<file path="config.mk">
export PLATFORM = sky130hd
export DESIGN_NAME = ifilter_lattice_free_p
export DESIGN_NICKNAME = d
export VERILOG_FILES = /design/src/rtl/ifilter_lattice_free_p.sv
export SDC_FILE = /design/constraint.sdc
export NUM_CORES = 2
export LEC_CHECK = 0
export ABC_AREA = 1
export CAP_MARGIN = 20
export CORE_MARGIN = 8
export CORE_UTILIZATION = 35
export CTS_BUF_LIST = sky130_fd_sc_hd__clkbuf_16
export DETAILED_ROUTE_END_ITERATION = 6
export PLACE_DENSITY = 0.52
export SLEW_MARGIN = 20
export SYNTH_ARGS = -nofsm -noshare
export SYNTH_HDL_FRONTEND = slang
export SYNTH_SLANG_ARGS = --single-unit
</file>
<file path="constraint.sdc">
create_clock -name clk -period 18.8 [get_ports clk]
set_input_delay 3.76 -clock clk [delete_from_list [all_inputs] [get_ports clk]]
set_output_delay 3.76 -clock clk [all_outputs]
set_load 0.1 [all_outputs]
</file>
<file path="src/rtl/ifilter_lattice_free_p.sv">
// LPC analysis filter: one frame of prediction residue per start, with
// rounding, saturation and optional cross-frame tap history.
module ifilter_lattice_free_p #(
    parameter int ORDER       = 10,
    parameter int FRAME_LEN   = 256,
    parameter int XW          = 16,
    parameter int CW          = 32,
    parameter int CFRAC       = 24,
    parameter int USE_HISTORY = 1,
    localparam int ADDR_W     = $clog2(FRAME_LEN),
    localparam int KW         = (ORDER > 1) ? $clog2(ORDER) : 1
) (
    input  logic                     clk,
    input  logic                     reset,
    input  logic                     start,
    input  logic                     clear_history,
    output logic                     ready,
    output logic                     done,
    output logic                     sat,
    output logic [KW-1:0]            a_raddr,
    input  logic signed [CW-1:0]     a_rdata,
    output logic [ADDR_W-1:0]        x_raddr,
    input  logic signed [XW-1:0]     x_rdata,
    output logic [ADDR_W-1:0]        res_waddr,
    output logic                     res_wen,
    output logic signed [XW-1:0]     res_wdata
);

    localparam int KCW   = $clog2(ORDER + 1);
    localparam int ACC_W = XW + CW + $clog2(ORDER + 1);
    localparam int PW    = XW + CW;
    localparam int RW    = ACC_W + 2;
    localparam int IW    = ((ADDR_W > KCW) ? ADDR_W : KCW) + 1;

    localparam logic signed [ACC_W:0] HALF =
        (ACC_W + 1)'(1) << (CFRAC - 1);
    localparam logic signed [RW-1:0] RMAX =
        {{(RW - XW + 1){1'b0}}, {(XW - 1){1'b1}}};
    localparam logic signed [RW-1:0] RMIN =
        {{(RW - XW + 1){1'b1}}, {(XW - 1){1'b0}}};

    typedef enum logic [2:0] {
        S_IDLE,
        S_ISSUE,
        S_DRAIN,
        S_WRITE,
        S_DONE
    } state_t;

    state_t state, state_nxt;

    logic [ADDR_W-1:0]       n;
    logic [KCW-1:0]          k;
    logic [KCW-1:0]          kd;
    logic                    kd_vld;
    logic signed [ACC_W-1:0] acc;
    logic signed [XW-1:0]    xn;
    logic signed [XW-1:0]    hist [ORDER];
    logic signed [XW-1:0]    shadow [ORDER];

    logic                    accept;
    logic                    last_tap;
    logic                    last_n;
    logic [IW-1:0]           nw;
    logic [IW-1:0]           kw;
    logic [IW-1:0]           hidx;
    logic signed [XW-1:0]    tap_x;
    logic signed [PW-1:0]    a_ext;
    logic signed [PW-1:0]    x_ext;
    logic signed [PW-1:0]    prod;
    logic signed [ACC_W:0]   rsum;
    logic signed [ACC_W:0]   pq;
    logic signed [RW-1:0]    xr;
    logic signed [RW-1:0]    pr;
    logic signed [RW-1:0]    r;
    logic                    clip;

    assign ready    = (state == S_IDLE) || (state == S_DONE);
    assign done     = (state == S_DONE);
    assign res_wen  = (state == S_WRITE);
    assign accept   = start && ready;
    assign last_tap = (k == KCW'(ORDER));
    assign last_n   = (n == ADDR_W'(FRAME_LEN - 1));

    assign x_raddr   = (state == S_ISSUE) ?
                       ADDR_W'(IW'(n) - IW'(k)) : '0;
    assign a_raddr   = (state == S_ISSUE && k != '0) ?
                       KW'(k - KCW'(1)) : '0;
    assign res_waddr = (state == S_WRITE) ? n : '0;

    // Tap index relative to n of the data returning this cycle
    assign nw   = IW'(n);
    assign kw   = IW'(kd);
    assign hidx = kw - nw - IW'(1);

    always_comb begin
        tap_x = '0;
        if (nw >= kw) begin
            tap_x = x_rdata;
        end else if (USE_HISTORY != 0) begin
            for (int j = 0; j < ORDER; j++) begin
                if (hidx == IW'(j)) begin
                    tap_x = hist[j];
                end
            end
        end
    end

    assign a_ext = {{(PW - CW){a_rdata[CW-1]}}, a_rdata};
    assign x_ext = {{(PW - XW){tap_x[XW-1]}}, tap_x};
    assign prod  = a_ext * x_ext;

    // Round half up, then form the residue one bit wider than needed
    assign rsum = {acc[ACC_W-1], acc} + HALF;
    assign pq   = rsum >>> CFRAC;
    assign xr   = {{(RW - XW){xn[XW-1]}}, xn};
    assign pr   = {pq[ACC_W], pq};
    assign r    = xr - pr;

    always_comb begin
        clip      = 1'b0;
        res_wdata = '0;
        if (state == S_WRITE) begin
            if (r > RMAX) begin
                clip      = 1'b1;
                res_wdata = RMAX[XW-1:0];
            end else if (r < RMIN) begin
                clip      = 1'b1;
                res_wdata = RMIN[XW-1:0];
            end else begin
                res_wdata = r[XW-1:0];
            end
        end
    end

    always_comb begin
        state_nxt = state;
        unique case (state)
            S_IDLE:  if (start) state_nxt = S_ISSUE;
            S_ISSUE: if (last_tap) state_nxt = S_DRAIN;
            S_DRAIN: state_nxt = S_WRITE;
            S_WRITE: state_nxt = last_n ? S_DONE : S_ISSUE;
            S_DONE:  state_nxt = start ? S_ISSUE : S_IDLE;
            default: state_nxt = S_IDLE;
        endcase
    end

    always_ff @(posedge clk) begin
        if (reset) state <= S_IDLE;
        else       state <= state_nxt;
    end

    always_ff @(posedge clk) begin
        if (reset) begin
            n      <= '0;
            k      <= '0;
            kd     <= '0;
            kd_vld <= 1'b0;
            acc    <= '0;
            xn     <= '0;
            sat    <= 1'b0;
        end else begin
            kd_vld <= (state == S_ISSUE);
            kd     <= k;
            if (accept) begin
                n   <= '0;
                k   <= '0;
                sat <= 1'b0;
            end else if (state == S_ISSUE) begin
                k <= k + KCW'(1);
            end else if (state == S_WRITE) begin
                k <= '0;
                n <= n + ADDR_W'(1);
                if (clip) sat <= 1'b1;
            end
            if (state == S_ISSUE && k == '0) begin
                acc <= '0;
            end else if (kd_vld && kd != '0) begin
                acc <= acc + {{(ACC_W - PW){prod[PW-1]}}, prod};
            end
            if (kd_vld && kd == '0) xn <= x_rdata;
        end
    end

    // Shadow fills during the frame; live history only changes at frame end
    always_ff @(posedge clk) begin
        if (reset) begin
            for (int j = 0; j < ORDER; j++) begin
                hist[j]   <= '0;
                shadow[j] <= '0;
            end
        end else begin
            if (state == S_WRITE) begin
                for (int j = 0; j < ORDER; j++) begin
                    if (n == ADDR_W'(FRAME_LEN - 1 - j)) shadow[j] <= xn;
                end
            end
            if (state == S_DONE) begin
                for (int j = 0; j < ORDER; j++) hist[j] <= shadow[j];
            end
            if (accept && clear_history) begin
                for (int j = 0; j < ORDER; j++) hist[j] <= '0;
            end
        end
    end

endmodule

</file>
==> impl_metrics.toml <==
[clock_tree]
cts_root_buffer = "clkbuf_16"
clk_latency_ps = 630
hold_buffers = 0
cts_setup_buffers = 0
path_clk_slew_ps = 60
cts_buffers = 48
cts_tree = "yes"
h-tree-depth = 2
cts-resized-gates = 0
clock_sinks = 409
clk_path_buf_depth = 3

[timing]
setup-violations-final = 0
min_period_ps = 12860
finalCritPeriodShare_pct = 68.42
finalClockSkew_ps = 49.97
fmax_mhz = 77.74
drv_slew = 0
slew_headroom_pct = 25.71
fin_setup_tns_ps = 0
worst_slack_ps = 5937
hold_violations = 0
rsz0062_at_grt = "no"
worst_slew_pin_slew_ps = 1103

[synthesis]
syn-num-nets = 5883
syn_avg_cell_area_um2 = 8.163
synthFlopType = "edfxtp_1"
synth_seq_area_share_pct = 27.22
yosys.area.top_type = "fa_1"
synth.most_common_cell = "inv_1"
ys_types = 57
ys_async_sr_fraction_pct = 0
ys_warn_count = 0
synth_area_um2 = 41850
netlist_top_cells_count = "inv_1 (1132), nor2_1 (852), nand2_1 (610), fa_1 (490), nand3_1 (403)"
synth-edff-count = 320
netlist_instances = 5127
ys_ff_latch = 409
synth_top_area_share_pct = 23.44
synthTopCellsByArea = "fa_1 (23%), edfxtp_1 (23%), inv_1 (10%), nor2_1 (7.6%), ha_1 (6.4%)"

[worst_hold_path]
min_to = "acc[0]"
hp-start = "acc[0]"
min_path_cells = 2
hp-class = "register to register"

[routing]
routed.top_layer = "met4"
detail_route.wl_per_cell_um = 19.56
final_antenna_net_count = 0
dr_wl_met2_mm = 59.86
drtPass1Iterations = 6
drt-met1-wl_mm = 61.11
via_count = 33470
drcViolationCount = 0
wl_met3_mm = 7.961
viasPerCell = 4.956
wirelength_mm = 132.1
first_iter_violations = 2782

[placement]
place_hpwl_mm = 102.6
dp.cells = 6670
io_buffer_count = 91
place_ws_ps = 5544
gp_congestion = 0.9222

[cells_and_area]
final_nets = 5864
areaGrowthSynthToFinish_pct = 8.792
post-route-util_pct = 38.16
num-fill-cells = 12290
fin_cells = 6753
num_antenna_cells = 0
final_layout_size_suffix_gt1_share_pct = 3.599

[worst_setup_path]
crit_top_cell = "inv_1"
r2r-end = "acc[44]"
worstReg2RegStart = "n[0]"
worst-path-max-fanout = 31
worst-path-buf-inv = 8
required_ps = 19290
r2r_slack_ps = 5970
rr_worst_depth = 50
crit_type = "input pin to register"
cp.depth = 37
path_delay_family = "adder cells"
slowest_delay_ps = 760
cp_data_arrival_time_ps = 13360
startpoint_type = "input pin"
critPathCaptureType = "register"
slowest_stage = "or2_2"

[die]
pin_count = 92
die-width_um = 361.8
die_h_um = 361.8
rows = 127
dieArea_um2 = 130900
start_util_pct = 35.07
coreArea_um2 = 119300

[global_route]
grtUsageTotal_pct = 19.99
grt_max_degree = 89
grt_pass1_wl_mm = 204.6
antenna_found_initial = 1
grt.overflow.total = 0
grt_pass1_vias = 33860

[flow_run]
drv_cap = 0

[outcome]
outcome = "finished clean"
placed cells by master (no fill, tap or decap), drive strengths merged, types with 4 or more instances in the layout:
master and instances:
inv 1158, nor2 871, nand2 633, fa 490, nand3 407, edfxtp 320
ha 214, a21oi 211, o21ai 185, clkdlybuf4s50 91, dfxtp 89, xor2 77
nand4 56, xnor2 50, clkbuf 48, nor3 34, a31oi 33, buf 26
or2 26, o211ai 20, a21o 20, clkinv 19, o21bai 15, nor4 8
o21a 6, a21boi 4, o221ai 4, o31ai 4, nand3b 4
through the flow:
step / area (um2) / hold WS [ps]
5_1_grt: 45530 / 491.0
3_5_place_dp: 44050 / 462.3
2_1_floorplan: 41850 / 444.2
3_3_place_gp: 44050 / 452.5
6_report: 45530 / 473.0
4_1_cts: 45530 / 471.7
cell families (layout without fill, tap and decap cells):
kind of cell,after synthesis,in the layout,share of synthesized area [%]
AND/OR/NAND/NOR,2043,2043,20.98
buffers and inverters,1331,1345,12.54
adder cells (fa/ha/maj),704,704,29.83
AO/OA/AOI/OAI,513,513,6.774
flip-flops,409,409,27.22
XOR/XNOR,127,127,2.658
registers in the layout, indices dropped and copies added, names as in the netlist:
signal  count
kd          4
shadow    160
k           4
acc        52
hist      160
sat         1
state       3
kd_vld      1
xn         16
n           8
worst register-to-register path, delay by kind of cell, from the launching register on:
kind	cells	cell delay (ps)
and+or+nand+nor	17	2730
buffers and inverters	10	1680
DFF	1	400
AOI/OAI and AO/OA	10	2290
xor gates and xnor gates	3	1000
adders and majority gates	10	4640
area by class of cell:
type	count	area, um2	area share [%]
Clock buffer	48	1201	2.638
Clock inverter	35	280.3	0.6155
Inverter	1145	4300	9.444
Multi-Input combinational cell	3387	25240	55.43
Sequential cell	409	11390	25.02
Tap cell	1612	2017	4.430
Timing Repair Buffer	117	1106	2.429
how the worst max path moves through the flow:
stage | startpoint | to
3_5_place_dp | x_rdata[7] | acc[44]
3_3_place_gp | x_rdata[7] | acc[44]
2_1_floorplan | x_rdata[1] | acc[48]
5_1_grt | n[0] | acc[44]
4_1_cts | n[0] | acc[44]
6_report | x_rdata[7] | acc[44]
routing by layer:
| metal | global-route usage (%) | vias up |
|---|---|---|
| li1 | - | 15850 |
| met1 | 28.41 | 16430 |
| met2 | 32.28 | 1007 |
| met3 | 2.793 | 182 |
| met4 | 4.674 | 0 |
| met5 | 0 | - |
Power is left out: the tool's default activity adds up to more than one toggle a clock period on the data nets, which glitch-free logic cannot reach.
